==> src/rtl/uart_pkg.sv <==
// Shared types and helpers for the word-wide UART transmitter.
//   uart_state_e             : transmitter FSM states
//   CLKS_PER_BIT_115200_50M  : baud divisor for 115200 baud from a 50 MHz clock
//   frame_bits()             : serial bits per byte frame (start + data + parity + stop)
package uart_pkg;

    typedef enum logic [2:0] {
        IDLE,
        START,
        DATA,
        PARITY,
        STOP
    } uart_state_e;

    localparam int unsigned CLKS_PER_BIT_115200_50M = 434;

    function automatic int unsigned frame_bits(input int unsigned stop_bits, input bit parity_en);
        return 32'd9 + 32'(parity_en) + stop_bits;
    endfunction

endpackage

==> src/rtl/uart_baud_gen.sv <==
// Baud tick generator: counts 0..CLKS_PER_BIT-1 and wraps.
//   clk        : system clock
//   rst        : synchronous active-high reset
//   clr        : synchronous clear, holds the counter at 0
//   tick_c     : high in the last cycle of each bit period
//   pre_tick_c : high in the second-to-last cycle of each bit period
module uart_baud_gen #(
    parameter int unsigned CLKS_PER_BIT = 434
) (
    input  logic clk,
    input  logic rst,
    input  logic clr,
    output logic tick_c,
    output logic pre_tick_c
);

    localparam int unsigned CW = $clog2(CLKS_PER_BIT);

    logic [CW-1:0] cnt_q;
    logic [CW-1:0] cnt_d;

    assign tick_c     = (cnt_q == CW'(CLKS_PER_BIT - 1));
    assign pre_tick_c = (cnt_q == CW'(CLKS_PER_BIT - 2));

    // Next count: wrap on the tick, hold at 0 while cleared
    always_comb begin
        cnt_d = cnt_q + CW'(1);
        if (clr || tick_c) begin
            cnt_d = '0;
        end
    end

    always_ff @(posedge clk) begin
        if (rst) begin
            cnt_q <= '0;
        end else begin
            cnt_q <= cnt_d;
        end
    end

endmodule

==> src/rtl/uart_word_tx.sv <==
// Multi-byte UART transmitter: latches a DATA_BYTES-wide word on start and
// sends it as back-to-back 8N1-style frames, byte 0 first, each byte LSB first.
//   clk     : system clock
//   rst     : synchronous active-high reset
//   start   : word request, taken only in IDLE
//   data_in : word to send, byte 0 in bits [7:0]
//   tx      : serial line, idles high
//   busy    : high while a word is on the line
//   done    : one-cycle pulse in the final cycle of the last stop bit
// Compile-time option: define UART_PARITY_EN to append a parity bit to every byte.
module uart_word_tx
    import uart_pkg::*;
#(
    parameter int unsigned DATA_BYTES   = 8,
    parameter int unsigned CLKS_PER_BIT = CLKS_PER_BIT_115200_50M,
    parameter int unsigned STOP_BITS    = 1,
    parameter int unsigned PARITY_ODD   = 0
) (
    input  logic                    clk,
    input  logic                    rst,
    input  logic                    start,
    input  logic [8*DATA_BYTES-1:0] data_in,
    output logic                    tx,
    output logic                    busy,
    output logic                    done
);

    localparam int unsigned WW = 8 * DATA_BYTES;
    localparam int unsigned BW = $clog2(DATA_BYTES) + 1;

    // Elaboration-time parameter legality checks
    if (DATA_BYTES < 1 || DATA_BYTES > 16) begin : g_bad_bytes
        $error("uart_word_tx: DATA_BYTES must be 1..16");
    end
    if (CLKS_PER_BIT < 2) begin : g_bad_cpb
        $error("uart_word_tx: CLKS_PER_BIT must be at least 2");
    end
    if (STOP_BITS < 1 || STOP_BITS > 2) begin : g_bad_stop
        $error("uart_word_tx: STOP_BITS must be 1 or 2");
    end
    if (PARITY_ODD > 1) begin : g_bad_par
        $error("uart_word_tx: PARITY_ODD must be 0 or 1");
    end

    uart_state_e   state_q, state_d;
    logic [WW-1:0] shift_q, shift_d;
    logic [BW-1:0] byte_idx_q, byte_idx_d;
    logic [2:0]    bit_idx_q, bit_idx_d;
    logic          tx_q, tx_d;
    logic          busy_q, busy_d;
    logic          done_q, done_d;

    logic          tick_c;
    logic          pre_tick_c;
    logic          baud_clr_c;
    logic [7:0]    cur_byte_c;
    logic          last_stop_c;
    logic          last_byte_c;

    // Counter is parked at 0 in IDLE so every word starts with a fresh bit phase
    assign baud_clr_c  = (state_q == IDLE);
    assign cur_byte_c  = shift_q[7:0];
    assign last_stop_c = (bit_idx_q == 3'(STOP_BITS - 1));
    assign last_byte_c = (byte_idx_q == BW'(DATA_BYTES - 1));

`ifdef UART_PARITY_EN
    logic parity_bit_c;
    assign parity_bit_c = (^cur_byte_c) ^ 1'(PARITY_ODD);
`endif

    uart_baud_gen #(
        .CLKS_PER_BIT (CLKS_PER_BIT)
    ) u_baud_gen (
        .clk        (clk),
        .rst        (rst),
        .clr        (baud_clr_c),
        .tick_c     (tick_c),
        .pre_tick_c (pre_tick_c)
    );

    // Next-state and registered-output logic; tx_d is the line level for the next cycle
    always_comb begin
        state_d    = state_q;
        shift_d    = shift_q;
        byte_idx_d = byte_idx_q;
        bit_idx_d  = bit_idx_q;
        tx_d       = tx_q;
        busy_d     = busy_q;
        done_d     = 1'b0;

        unique case (state_q)
            IDLE: begin
                tx_d   = 1'b1;
                busy_d = 1'b0;
                if (start) begin
                    state_d    = START;
                    shift_d    = data_in;
                    byte_idx_d = '0;
                    bit_idx_d  = '0;
                    tx_d       = 1'b0;
                    busy_d     = 1'b1;
                end
            end
            START: begin
                if (tick_c) begin
                    state_d   = DATA;
                    bit_idx_d = '0;
                    tx_d      = cur_byte_c[0];
                end
            end
            DATA: begin
                if (tick_c) begin
                    if (bit_idx_q == 3'd7) begin
`ifdef UART_PARITY_EN
                        state_d = PARITY;
                        tx_d    = parity_bit_c;
`else
                        state_d   = STOP;
                        bit_idx_d = '0;
                        tx_d      = 1'b1;
`endif
                    end else begin
                        bit_idx_d = bit_idx_q + 3'd1;
                        tx_d      = cur_byte_c[bit_idx_d];
                    end
                end
            end
`ifdef UART_PARITY_EN
            PARITY: begin
                if (tick_c) begin
                    state_d   = STOP;
                    bit_idx_d = '0;
                    tx_d      = 1'b1;
                end
            end
`endif
            STOP: begin
                // Registered done must already be high in the final cycle
                if (last_stop_c && last_byte_c && pre_tick_c) begin
                    done_d = 1'b1;
                end
                if (tick_c) begin
                    if (!last_stop_c) begin
                        bit_idx_d = bit_idx_q + 3'd1;
                    end else if (last_byte_c) begin
                        state_d = IDLE;
                        busy_d  = 1'b0;
                        tx_d    = 1'b1;
                    end else begin
                        state_d    = START;
                        byte_idx_d = byte_idx_q + BW'(1);
                        shift_d    = shift_q >> 8;
                        tx_d       = 1'b0;
                    end
                end
            end
            default: begin
                state_d = IDLE;
                tx_d    = 1'b1;
                busy_d  = 1'b0;
            end
        endcase
    end

    always_ff @(posedge clk) begin
        if (rst) begin
            state_q    <= IDLE;
            shift_q    <= '0;
            byte_idx_q <= '0;
            bit_idx_q  <= '0;
            tx_q       <= 1'b1;
            busy_q     <= 1'b0;
            done_q     <= 1'b0;
        end else begin
            state_q    <= state_d;
            shift_q    <= shift_d;
            byte_idx_q <= byte_idx_d;
            bit_idx_q  <= bit_idx_d;
            tx_q       <= tx_d;
            busy_q     <= busy_d;
            done_q     <= done_d;
        end
    end

    assign tx   = tx_q;
    assign busy = busy_q;
    assign done = done_q;

endmodule

==> config.mk <==
export PLATFORM = sky130hd
export DESIGN_NAME = uart_word_tx
export DESIGN_NICKNAME = d
export VERILOG_FILES = /design/src/rtl/uart_pkg.sv /design/src/rtl/uart_baud_gen.sv /design/src/rtl/uart_word_tx.sv
export SDC_FILE = /design/constraint.sdc
export NUM_CORES = 1
export LEC_CHECK = 0
export ABC_AREA = 1
export CAP_MARGIN = 20
export CORE_MARGIN = 5
export CORE_UTILIZATION = 42
export DETAILED_ROUTE_END_ITERATION = 12
export PLACE_DENSITY = 0.73
export SETUP_SLACK_MARGIN = 0.4
export SYNTH_ARGS = -nofsm -noshare
export SYNTH_HDL_FRONTEND = slang
export SYNTH_SLANG_ARGS = --single-unit
==> constraint.sdc <==
create_clock -name clk -period 1.7 [get_ports clk]
set_input_delay 0.255 -clock clk [delete_from_list [all_inputs] [get_ports clk]]
set_output_delay 0.255 -clock clk [all_outputs]
set_load 0.05 [all_outputs]
==> flow_summary.ini <==
[outcome]
outcome = finished with violations
violations = negative setup slack

[finish]
area_growth_pct = 55.4
antennaDiodeCount = 0
ff_latch_area_mm2 = 0.00174
final_nets = 843
layout.cells.non_filler = 907
drive_gt1_share_pct = 25.2
fill_cells = 722
utilization_pct = 67.4
multiInputGateArea_mm2 = 0.00274

[synth]
synth_area_leaders = dfxtp_1 40%, nand2_1 25%, a21oi_1 9.0%
ys_ff_latch = 86
synth.most_common_cell = nand2_1
netlist_area_mm2 = 0.00428
syn-num-nets = 739
ys.flop_type = dfxtp_1
synth_largest_area_cell = dfxtp_1
yosysTopAreaCellShare_pct = 40.2
yosys_warnings = 0
synthCells = 665
ys_types = 30
synth_commonest_cells = 287 x nand2_1, 86 x dfxtp_1, 77 x a21oi_1, 74 x nand3_1, 31 x inv_1
avgSynthCellArea_um2 = 6.44
synthArstFlopShare_pct = 0
synth_edf_count = 0
yosysSeqAreaShare_pct = 40.2

[routing]
drc = 0
drt_first_pass_iters = 5
drt-initial-drc-count = 309
wl_um = 15000
via_per_inst = 5.38
wire_per_inst_um = 16.5
vias = 4884
drtAntennaViolNets = 0

[run]
maxCapViolations = 0

[place]
place_hpwl_um = 7400
gp_congestion = 0.879
io_buffers = 69
place_inst = 843

[timing]
rsz0062_at_grt = yes
hold_viol_final = 0
fin_crit_sh_pct = 104
slew_viol_final = 0
finalClockSkew_ns = 0.0106
tightest_slew_ns = 0.371
setup_viol = 5
postLayoutSetupSlackWorst_ns = -0.0667
max_freq_mhz = 566
slew_headroom_pct = 75.1
period_needed_ns = 1.77

[grt]
grt_first_pass_wirelength_um = 21200
grt_pass1_vias = 4618
antenna_found_initial = 0
grt_usage_pct = 20.4
grt_overflow = 0
grt_max_degree = 73

[cts]
cts.sinks = 86
cts_hold_buf = 0
clock_latency_ns = 0.37
cts_tree = done
cts.reportedPaths.clkPinSlew_ns = 0.09
cts_max_path_buffers = 2
root_buffer = clkbuf_8
cts_buffers = 9
cts.htree.levels = 3

[floorplan]
floorplan.die.height_um = 111
ios = 70
start_util_pct = 43.4
chipWidth_um = 111
die-area_mm2 = 0.0123
rows = 36
coreArea_mm2 = 0.00986

[worst_setup_path]
critical_path_required_ns = 1.99
path_class = reg -> reg
crit_path_end_kind = flop
crit_arrival_ns = 2.06
start_kind = flop
worst-path-max-fanout = 10

[pwr]
p_leak_nw = 2.82
ir_drop_uv = 662
p_per_area_mw_per_mm2 = 1420

[worst_hold_path]
hold_path_class = in -> reg
-- routing by layer --
layer | track usage, % | vias up | wire length [um]
met4 | 9.69 | 0 | 559
met1 | 24.7 | 2269 | 5770
li1 | - | 2345 | -
met5 | 0 | - | 0
met3 | 2.67 | 51 | 846
met2 | 35.5 | 219 | 7820
-- through the flow --
step | area, um2 | setup TNS [ns] | hold WS, ns | power (mW) | setup slack, ns
5_1_grt | 6650 | -1.26 | 0.420 | 9.88 | -0.131
2_1_floorplan | 4410 | 0 | 0.404 | 4.85 | 0.278
6_report | 6650 | -0.0974 | 0.394 | 9.43 | -0.0667
3_5_place_dp | 5220 | -0.0274 | 0.454 | 5.57 | -0.0158
3_3_place_gp | 5220 | 0 | 0.449 | 5.50 | 0.0260
4_1_cts | 5990 | 0 | 0.394 | 8.35 | 0.0937
-- cells by family after synthesis --
logic type      count (synthesis)  synth area share [%]
simple gates                  410                  39.8
compound gates                 86                  10.4
flops                          86                  40.2
buf+inv                        73                  6.93
fa+ha+maj                       7                  2.05
xor+xnor                        3                 0.614
-- flip-flops by register name (all words and copies together), names as in the netlist --
name              flops
done                  1
tx                    1
u_baud_gen.cnt_q      9
state_q               3
byte_idx_q            4
shift_q              64
bit_idx_q             3
busy                  1
-- worst max-delay path: stages (launching register included) --
cell	delay, ns
dfxtp_2	0.34
inv_2	0.08
ha_4	0.15
nand2_4	0.05
nor2_4	0.11
nand2_4	0.09
o21ai_4	0.25
buf_6	0.17
clkbuf_16	0.16
nand3_1	0.07
a21oi_1	0.19
-- layout make-up --
type | instances | area share [%]
clock buffer | 10 | 1.92
clock inverter | 6 | 1.75
inverter | 33 | 2.01
multi-input combinational | 506 | 41.3
sequential | 86 | 26.2
tap | 133 | 2.50
timing repair buffer | 133 | 24.3
-- placed cells by master (no fill, tap or decap), drive strengths merged, types with 2 or more instances in the layout --
cell and count:
nand2 290, nand4 6, clkdlybuf4s50 65, nor3 2, nand3 75, ha 7, a21oi 77, buf 60
nand3b 3, inv 34, xor2 3, o21ai 5, clkinv 2, clkbuf 18, nor3b 3, nor2 29
dfxtp 86, bufinv 3
-- power breakdown --
group / internal, mW / switching [mW] / total (mW) / leakage (nW)
combinational: 2.26 / 2.52 / 4.78 / 1.99
clock: 0.990 / 0.792 / 1.78 / 0.121
sequential: 2.50 / 0.374 / 2.87 / 0.708
-- final timing paths --
kind                            start       endpoint  slack (ns)  cells after the start
setup / recovery  u_baud_gen.cnt_q[1]    shift_q[17]       -0.07                     10
setup reg to reg  u_baud_gen.cnt_q[1]    shift_q[17]       -0.07                     10
hold reg to reg           shift_q[32]    shift_q[32]        0.47                      2
hold / removal                    rst  byte_idx_q[0]        0.39                      5
-- repair_timing --
action | 4_1_cts | 5_1_grt
gates resized for setup | 53 | 93
cloned | 8 | 9
pin swaps | 12 | 26
setup buffers | 20 | 11
endpoints found under the setup margin | 86 | 86
(Power assumes the default switching activity.)
